===== src/rtl/fpu_regfile_pkg.sv =====
// rtl/fpu_regfile_pkg.sv - shared sizes, select type and write-FSM states for the FPU register file
package fpu_regfile_pkg;

    localparam int DATA_W   = 32;
    localparam int NUM_REGS = 16;
    localparam int SEL_W    = 4;

    typedef logic [SEL_W-1:0] reg_sel_t;

    typedef enum logic {
        IDLE  = 1'b0,
        CLEAR = 1'b1
    } wr_state_t;

    // One-hot mask for a register select; selects wrap naturally within SEL_W bits.
    function automatic logic [NUM_REGS-1:0] sel_mask(input reg_sel_t sel);
        logic [NUM_REGS-1:0] one;
        one = {{(NUM_REGS-1){1'b0}}, 1'b1};
        return one << sel;
    endfunction

endpackage


===== src/rtl/reg_scoreboard.sv =====
// rtl/reg_scoreboard.sv - per-register pending bits: set on issue, cleared on FPU writeback, set wins
module reg_scoreboard
    import fpu_regfile_pkg::*;
(
    input  logic                clk,
    input  logic                n_rst,
    input  logic                set_en,
    input  reg_sel_t            set_sel,
    input  logic                clr_en,
    input  reg_sel_t            clr_sel,
    output logic [NUM_REGS-1:0] pending
);

    logic [NUM_REGS-1:0] set_mask;
    logic [NUM_REGS-1:0] clr_mask;

    assign set_mask = set_en ? sel_mask(set_sel) : '0;
    assign clr_mask = clr_en ? sel_mask(clr_sel) : '0;

    // Clear first, then OR in the set so an issue to the same register keeps it pending.
    always_ff @(posedge clk or negedge n_rst) begin
        if (!n_rst) begin
            pending <= '0;
        end else begin
            pending <= (pending & ~clr_mask) | set_mask;
        end
    end

endmodule


===== src/rtl/reg_write_ctrl.sv =====
// rtl/reg_write_ctrl.sv - register write arbiter (FPU/SRAM/host) with clear sequencer; REG_SCOREBOARD_EN enables pending tracking
module reg_write_ctrl #(
    parameter int DATA_W   = fpu_regfile_pkg::DATA_W,
    parameter int NUM_REGS = fpu_regfile_pkg::NUM_REGS
) (
    input  logic                             clk,
    input  logic                             n_rst,
    input  logic                             fpu_valid,
    input  logic [$clog2(NUM_REGS)-1:0]      fpu_dest,
    input  logic [DATA_W-1:0]                fpu_result,
    input  logic                             sram_w_en,
    input  logic [$clog2(NUM_REGS)-1:0]      sram_w_sel,
    input  logic [DATA_W-1:0]                sram_w_data,
    output logic                             sram_w_ready,
    input  logic                             host_wen,
    input  logic [$clog2(NUM_REGS)-1:0]      host_sel,
    input  logic [DATA_W-1:0]                host_data,
    output logic                             host_ready,
    input  logic                             issue_en,
    input  logic [$clog2(NUM_REGS)-1:0]      issue_dest,
    input  logic                             clear_req,
    output logic                             clear_busy,
    output logic [NUM_REGS-1:0]              pending,
    output logic [NUM_REGS-1:0][DATA_W-1:0]  regs
);

    import fpu_regfile_pkg::*;

    localparam int SW = $clog2(NUM_REGS);

    wr_state_t      state;
    logic [SW-1:0]  clr_idx;
    logic           rr_ptr;     // 0 favours SRAM, 1 favours host
    logic           idle;
    logic           fpu_wr;
    logic           clear_ok;
    logic           sram_elig;
    logic           host_elig;
    logic           sram_grant;
    logic           host_grant;

    assign idle   = (state == IDLE);
    assign fpu_wr = fpu_valid && idle;

`ifdef REG_SCOREBOARD_EN
    logic issue_ok;
    assign issue_ok = issue_en && idle;

    reg_scoreboard u_scoreboard (
        .clk     (clk),
        .n_rst   (n_rst),
        .set_en  (issue_ok),
        .set_sel (issue_dest),
        .clr_en  (fpu_wr),
        .clr_sel (fpu_dest),
        .pending (pending)
    );

    assign clear_ok = (pending == '0);
`else
    logic unused_issue;
    assign unused_issue = ^{issue_en, issue_dest};
    assign pending      = '0;
    assign clear_ok     = 1'b1;
`endif

    // Eligibility then round-robin grant; FPU always wins its own destination.
    always_comb begin
        sram_elig  = n_rst && idle && sram_w_en && !pending[sram_w_sel]
                     && !(fpu_valid && (fpu_dest == sram_w_sel));
        host_elig  = n_rst && idle && host_wen && !pending[host_sel]
                     && !(fpu_valid && (fpu_dest == host_sel));
        sram_grant = sram_elig && (!host_elig || !rr_ptr);
        host_grant = host_elig && (!sram_elig ||  rr_ptr);
    end

    assign sram_w_ready = sram_grant;
    assign host_ready   = host_grant;

    // Write FSM: IDLE commits granted writes, CLEAR zeroes one register per cycle.
    always_ff @(posedge clk or negedge n_rst) begin
        if (!n_rst) begin
            state      <= IDLE;
            clr_idx    <= '0;
            rr_ptr     <= 1'b0;
            clear_busy <= 1'b0;
            regs       <= '0;
        end else begin
            case (state)
                IDLE: begin
                    if (fpu_wr)
                        regs[fpu_dest] <= fpu_result;
                    if (sram_grant)
                        regs[sram_w_sel] <= sram_w_data;
                    if (host_grant)
                        regs[host_sel] <= host_data;
                    if (sram_w_en && host_wen && (sram_grant || host_grant))
                        rr_ptr <= ~rr_ptr;
                    if (clear_req && clear_ok) begin
                        state      <= CLEAR;
                        clear_busy <= 1'b1;
                        clr_idx    <= '0;
                    end
                end
                CLEAR: begin
                    regs[clr_idx] <= '0;
                    clr_idx       <= clr_idx + 1'b1;
                    if (clr_idx == SW'(NUM_REGS - 1)) begin
                        state      <= IDLE;
                        clear_busy <= 1'b0;
                    end
                end
                default: begin
                    state      <= IDLE;
                    clear_busy <= 1'b0;
                end
            endcase
        end
    end

endmodule


===== config.mk =====
export PLATFORM = sky130hd
export DESIGN_NAME = reg_write_ctrl
export DESIGN_NICKNAME = d
export VERILOG_FILES = /design/src/rtl/fpu_regfile_pkg.sv /design/src/rtl/reg_scoreboard.sv /design/src/rtl/reg_write_ctrl.sv
export SDC_FILE = /design/constraint.sdc
export NUM_CORES = 2
export LEC_CHECK = 0
export CAP_MARGIN = 10
export CORE_MARGIN = 2
export CORE_UTILIZATION = 30
export DETAILED_ROUTE_END_ITERATION = 6
export PLACE_DENSITY_LB_ADDON = 0.3
export SETUP_SLACK_MARGIN = 0.02
export SKIP_LAST_GASP = 1
export SLEW_MARGIN = 0
export SYNTH_ARGS = -nofsm -noshare
export SYNTH_HDL_FRONTEND = slang
export SYNTH_HIERARCHICAL = 1
export SYNTH_SLANG_ARGS = --single-unit

===== constraint.sdc =====
create_clock -name clk -period 4.95 [get_ports clk]
set_clock_uncertainty 0.05 [all_clocks]
set_input_delay 1.485 -clock clk [delete_from_list [all_inputs] [get_ports clk]]
set_output_delay 1.485 -clock clk [all_outputs]
set_load 0.005 [all_outputs]

# Word-level counts from Yosys, hierarchy flattened
# Memory sizes are Yosys's and may differ from the RTL's.
# Index checks and enable logic that the tools add are counted.
[word_totals]
register_bits = 519
mem_bits_ro = 32
in_bits = 119
out_inout_bits = 531
elab_cells = 97
mem_count = 2
[memory_table]
columns = ["memory", "words", "width", "read_ports", "rd_clocked_by_memory_dff", "write_ports", "line", "source"]
rows = [
  ["(name not given)", 16, 1, 1, 0, 0, "reg_write_ctrl.sv:71", "host_elig = n_rst && idle && host_wen && !pending[host_sel]"],
  ["(name not given)", 16, 1, 1, 0, 0, "reg_write_ctrl.sv:69", "sram_elig = n_rst && idle && sram_w_en && !pending[sram_w_sel]"],
]
[op_classes]
add_sub_neg = 1
n_lt_le_gt_ge = 8
eq_ne = 5
muxes = 27
bitwise_logic = 4
reduce_logical = 30
[op_table]
columns = ["operator", "n"]
rows = [
  ["$mux W512", 5],
  ["$bwmux W512", 3],
  ["$pmux W512 S2", 1],
  ["$and A512 B512 Y512", 1],
  ["$demux W32 S4", 4],
  ["$not A512 Y512", 1],
  ["$mux W32", 4],
  ["$lt A4 B5 Y1 const B", 4],
  ["$logic_and A1 B1 Y1", 18],
  ["$ge A4 B1 Y1 const B", 4],
  ["$eq A4 B4 Y1", 2],
  ["$pmux W4 S2", 1],
  ["$logic_not A1 Y1", 7],
  ["$mux W1", 6],
  ["$add A4 B1 Y4 const B", 1],
  ["$eq A4 B4 Y1 const B", 1],
  ["$mux W4", 1],
  ["$pmux W1 S2", 2],
  ["$reduce_and A2 Y1", 2],
  ["$logic_or A1 B1 Y1", 3],
  ["$ne A2 B1 Y1 const B", 1],
  ["$ne A2 B2 Y1 const B", 1],
  ["$not A1 Y1", 2],
]

# Longest topological paths before layout
[logic_depth]
ltp_word = 13
ltp_mapped = 11
depth_no_buf = 6

# Worst setup path after synthesis
# No wires, ideal clock.
[synth_path]
kind = "input to output"
from = "input port sram_w_sel[3]"
to = "output port host_ready"
t_arrival_ps = 3202
t_required_ps = 3415
setup_slack_ps = 213
path_stages = 10
path_buffers = 6
path_cell_list = "buf_2 > xnor2_1 > and3_1 > buf_2 > a211o_1 > buf_2 > buf_6 > clkbuf_1 > clkbuf_1 > and3_1"
[synth_between]
elab_chain_len = 8
word_cells_on_any_way = 11
cone_classes = "1 x eq/ne; 1 x mux; 8 x reduce/logical; 1 x memory"
[synth_lines]
columns = ["item", "line", "source"]
rows = [
  ["start: declaration", "reg_write_ctrl.sv:12", "input logic [$clog2(NUM_REGS)-1:0] sram_w_sel,"],
  ["$mem_v2 Z16 W1", "n/a", ""],
  ["$mux W1 (not written as such)", "reg_write_ctrl.sv:69", ""],
  ["$logic_not A1 Y1", "reg_write_ctrl.sv:69", ""],
  ["$logic_and A1 B1 Y1", "reg_write_ctrl.sv:69", ""],
  ["$logic_and A1 B1 Y1 (*)", "reg_write_ctrl.sv:70", "&& !(fpu_valid && (fpu_dest == sram_w_sel));"],
  ["$logic_not A1 Y1 (*)", "reg_write_ctrl.sv:74", "host_grant = host_elig && (!sram_elig || rr_ptr);"],
  ["$logic_or A1 B1 Y1 (*)", "reg_write_ctrl.sv:74", ""],
  ["$logic_and A1 B1 Y1 (*)", "reg_write_ctrl.sv:74", ""],
  ["end: declaration", "reg_write_ctrl.sv:18", "output logic host_ready,"],
]
# Mark *: on every way between the ends. The rest lies on a longest branch, timed or not. The select of a mux whose other input is x is not followed.

# Worst setup path after layout
[layout_path]
from = "input port sram_w_sel[3]"
to = "output port sram_w_ready"
[layout_between]
elab_chain_len = 6
word_cells_on_any_way = 9
cone_classes = "1 x eq/ne; 1 x mux; 6 x reduce/logical; 1 x memory"
[layout_lines]
columns = ["item", "line", "source"]
rows = [
  ["$mem_v2 Z16 W1", "n/a", ""],
  ["$mux W1 (not written as such)", "reg_write_ctrl.sv:69", ""],
  ["$logic_not A1 Y1", "reg_write_ctrl.sv:69", ""],
  ["$logic_and A1 B1 Y1", "reg_write_ctrl.sv:69", ""],
  ["$logic_and A1 B1 Y1 (*)", "reg_write_ctrl.sv:70", ""],
  ["$logic_and A1 B1 Y1 (*)", "reg_write_ctrl.sv:73", "sram_grant = sram_elig && (!host_elig || !rr_ptr);"],
  ["end: declaration", "reg_write_ctrl.sv:14", "output logic sram_w_ready,"],
]
# Marked as above.

==> flow_summary.ini <==
[sta]
setup_tns_ns = 0
min_period_over_period_pct = 96.4
finalHoldViolCount = 0
drv_slew = 0
clock.fmax_ghz = 0.210
setup_viol = 0
worst_slack_ns = 0.180
fin_crit_ns = 4.77
rsz0062_at_grt = false
holdWs_ns = 0.466
slew-limit-headroom_pct = 6.20
max_slew.worst_pin.slew_ns = 1.40

[setup_path]
crit_type = input pin to output port
arrival_ns = 3.23
cp-start-kind = input pin
crit_required_ns = 3.41
crit_top_cell = clkdlybuf4s50_1
worst-r2r-setup-slack_ns = 0.99
crit_fanout = 2
cp-end-kind = output port
crit_path_cell_trace = clkdlybuf4s50_1, xnor2_1, nand3_1, nor2_1, nor3_4, buf_4, clkdlybuf4s50_1
cp_slowest_cell = clkdlybuf4s50_1
critPathMaxStageDelay_ns = 0.47

[layout]
drive_gt1_share_pct = 16.9
layout_common_cells = clkdlybuf4s50_1, and2_1, nor3_1
final_common_cell = clkdlybuf4s50_1
nets = 4945
seq_area_um2 = 13000
multi_input_area_um2 = 24800
design_area_um2 = 50900
syn2layout_area_growth_pct = 26.3
n_fill_cell = 13200

[floorplan]
die_h_um = 370
dieArea_um2 = 137000
ios = 650
core.rowCount = 134
initial_core_util_pct = 30.2
core_area_um2 = 133000
die_w_um = 370

[yosys]
synth_ff_type = dfrtp_1
synth_area_per_cell_um2 = 8.78
async_reset_ff_share_pct = 100
synth_area_um2 = 40300
synth_cell_types = 52
yosysWarnings = 6
synth_edf_count = 0
synthCells = 4585
ys_seq_area_share_pct = 32.3
synth_seq_cells = 519

[clock_network]
tritoncts = yes
insertion_delay_ns = 0.65
clk_pin_slew_worst_paths_ns = 0.06
post_cts_buffers = 0
cts_buffers = 70
root_buffer = clkbuf_16
cts_max_level = 3
clockBufferDepth = 3
clock-sinks = 519

[detailed_routing]
drt_iter0_drc = 6379
via_per_inst = 6.64
avgRoutedWirePerCell_um = 34.2
vias = 44200
drc = 0
ant_nets = 0
dr.pass1.iters = 7
wirelength_um = 228000

[placement]
place_ws_ns = -0.111
io_buffer_count = 628
place_hpwl_um = 147000
post_dp_cell_area_um2 = 48400
place.gp.congestion = 0.875

[power]
p_per_area_nw_per_um2 = 520
leakagePower_uw = 0.0196
worst_ir_drop_vdd_mv = 0.417

[global_routing]
grt_max_degree = 172
grt_pass1_wl_um = 325000
antenna_found_initial = 25
grt_pass1_vias = 42400
grt_overflow = 0
gr-usage-all-layers_pct = 31.9

[outcome]
status = complete, no violations

[worst_hold_path]
hold_path.class = flip-flop to flip-flop

[flow_run]
cap_violations = 0
registers in the layout (all words and copies together), names as in the netlist:
signal / count
state: 1
regs: 512
clr_idx: 4
rr_ptr: 1
clear_busy: 1
through the flow:
stage / cells / total power (µW) / util, %
finish: 6659 / 26500 / 38.2
global route: 6646 / 27600 / 38.1
CTS: 6643 / 26200 / 38.1
detailed placement: 6518 / 20600 / 36.3
global placement: 6518 / 20400 / 36.3
floorplan: 4600 / 13400 / -
synth_stat cells, types with 35 or more instances:
cell type  instances  area share [%]
a21oi_1          529             6.6
buf_1             52            0.48
o311ai_1          63             1.4
dfrtp_1          519              32
nand4_1           63            0.98
clkbuf_1         505             4.7
nor3_1           527             6.6
o31ai_1          450             8.4
mux2_2           445              12
and2_1           584             9.1
buf_2             60            0.75
nand2_1           84            0.78
a41oi_1          449             9.8
buf_6             35            0.98
mux2_1            67             1.9
worst max-delay path, delay by kind of cell:
| family | cells | cell delay, ns |
|---|---|---|
| XOR/XNOR | 1 | 0.22 |
| buffers and inverters | 3 | 1.04 |
| AND/OR/NAND/NOR | 3 | 0.48 |
per-layer routing:
metal	track usage, %	wire [µm]	share of wire, %
met5	0	29	0.013
met4	12.1	9250	4.1
met3	11.5	31300	14
met2	45.3	94700	42
met1	43.7	92700	41
final timing paths:
| kind | depth (start not counted) | to | start |
|---|---|---|---|
| worst max register to register | 8 | regs[312]$_DFF_PN0_ | state$_DFF_PN0_ |
| min in group asynchronous | 2 | regs[57]$_DFF_PN0_ | n_rst |
| worst min register to register | 2 | regs[487]$_DFF_PN0_ | regs[487]$_DFF_PN0_ |
| worst max-delay path | 7 | sram_w_ready | sram_w_sel[3] |
| max in group asynchronous | 4 | regs[355]$_DFF_PN0_ | n_rst |
| worst min-delay path | 2 | regs[487]$_DFF_PN0_ | regs[487]$_DFF_PN0_ |
power by group:
group,switching (µW),leakage (µW),internal [µW]
sequential,1810,0.00715,5810
clock,2250,0.00118,3280
combinational,6950,0.0113,6360
total,11000,0.0196,15500
final cells by class:
cell class	instances	share of cell area [%]
tap	1768	4.35
multi-input combinational	3410	48.8
antenna	16	0.0787
clock buffer	101	4.08
timing repair buffer	818	16.5
clock inverter	24	0.645
inverter	3	0.0221
sequential	519	25.5
cell families (layout without fill, tap and decap cells):
kind of cell / after synthesis / in the layout / synth area share (%)
buffers and inverters: 671 / 946 / 7.24
multiplexers: 512 / 512 / 14.3
flip-flops: 519 / 519 / 32.3
other: 1 / 32 / 0.00931
AND/OR/NAND/NOR: 1319 / 1319 / 18.3
XOR/XNOR: 11 / 11 / 0.239
AO/OA/AOI/OAI: 1548 / 1548 / 27.5
adder cells (fa/ha/maj): 4 / 4 / 0.124
repair_timing:
| action | in CTS | in global routing |
|---|---|---|
| hold buffers | 0 | 0 |
| pin swaps | 0 | 2 |
| endpoints found under the setup margin | 2 | 2 |
| resized for setup | 4 | 4 |
Power figures use the tool's default switching activity.
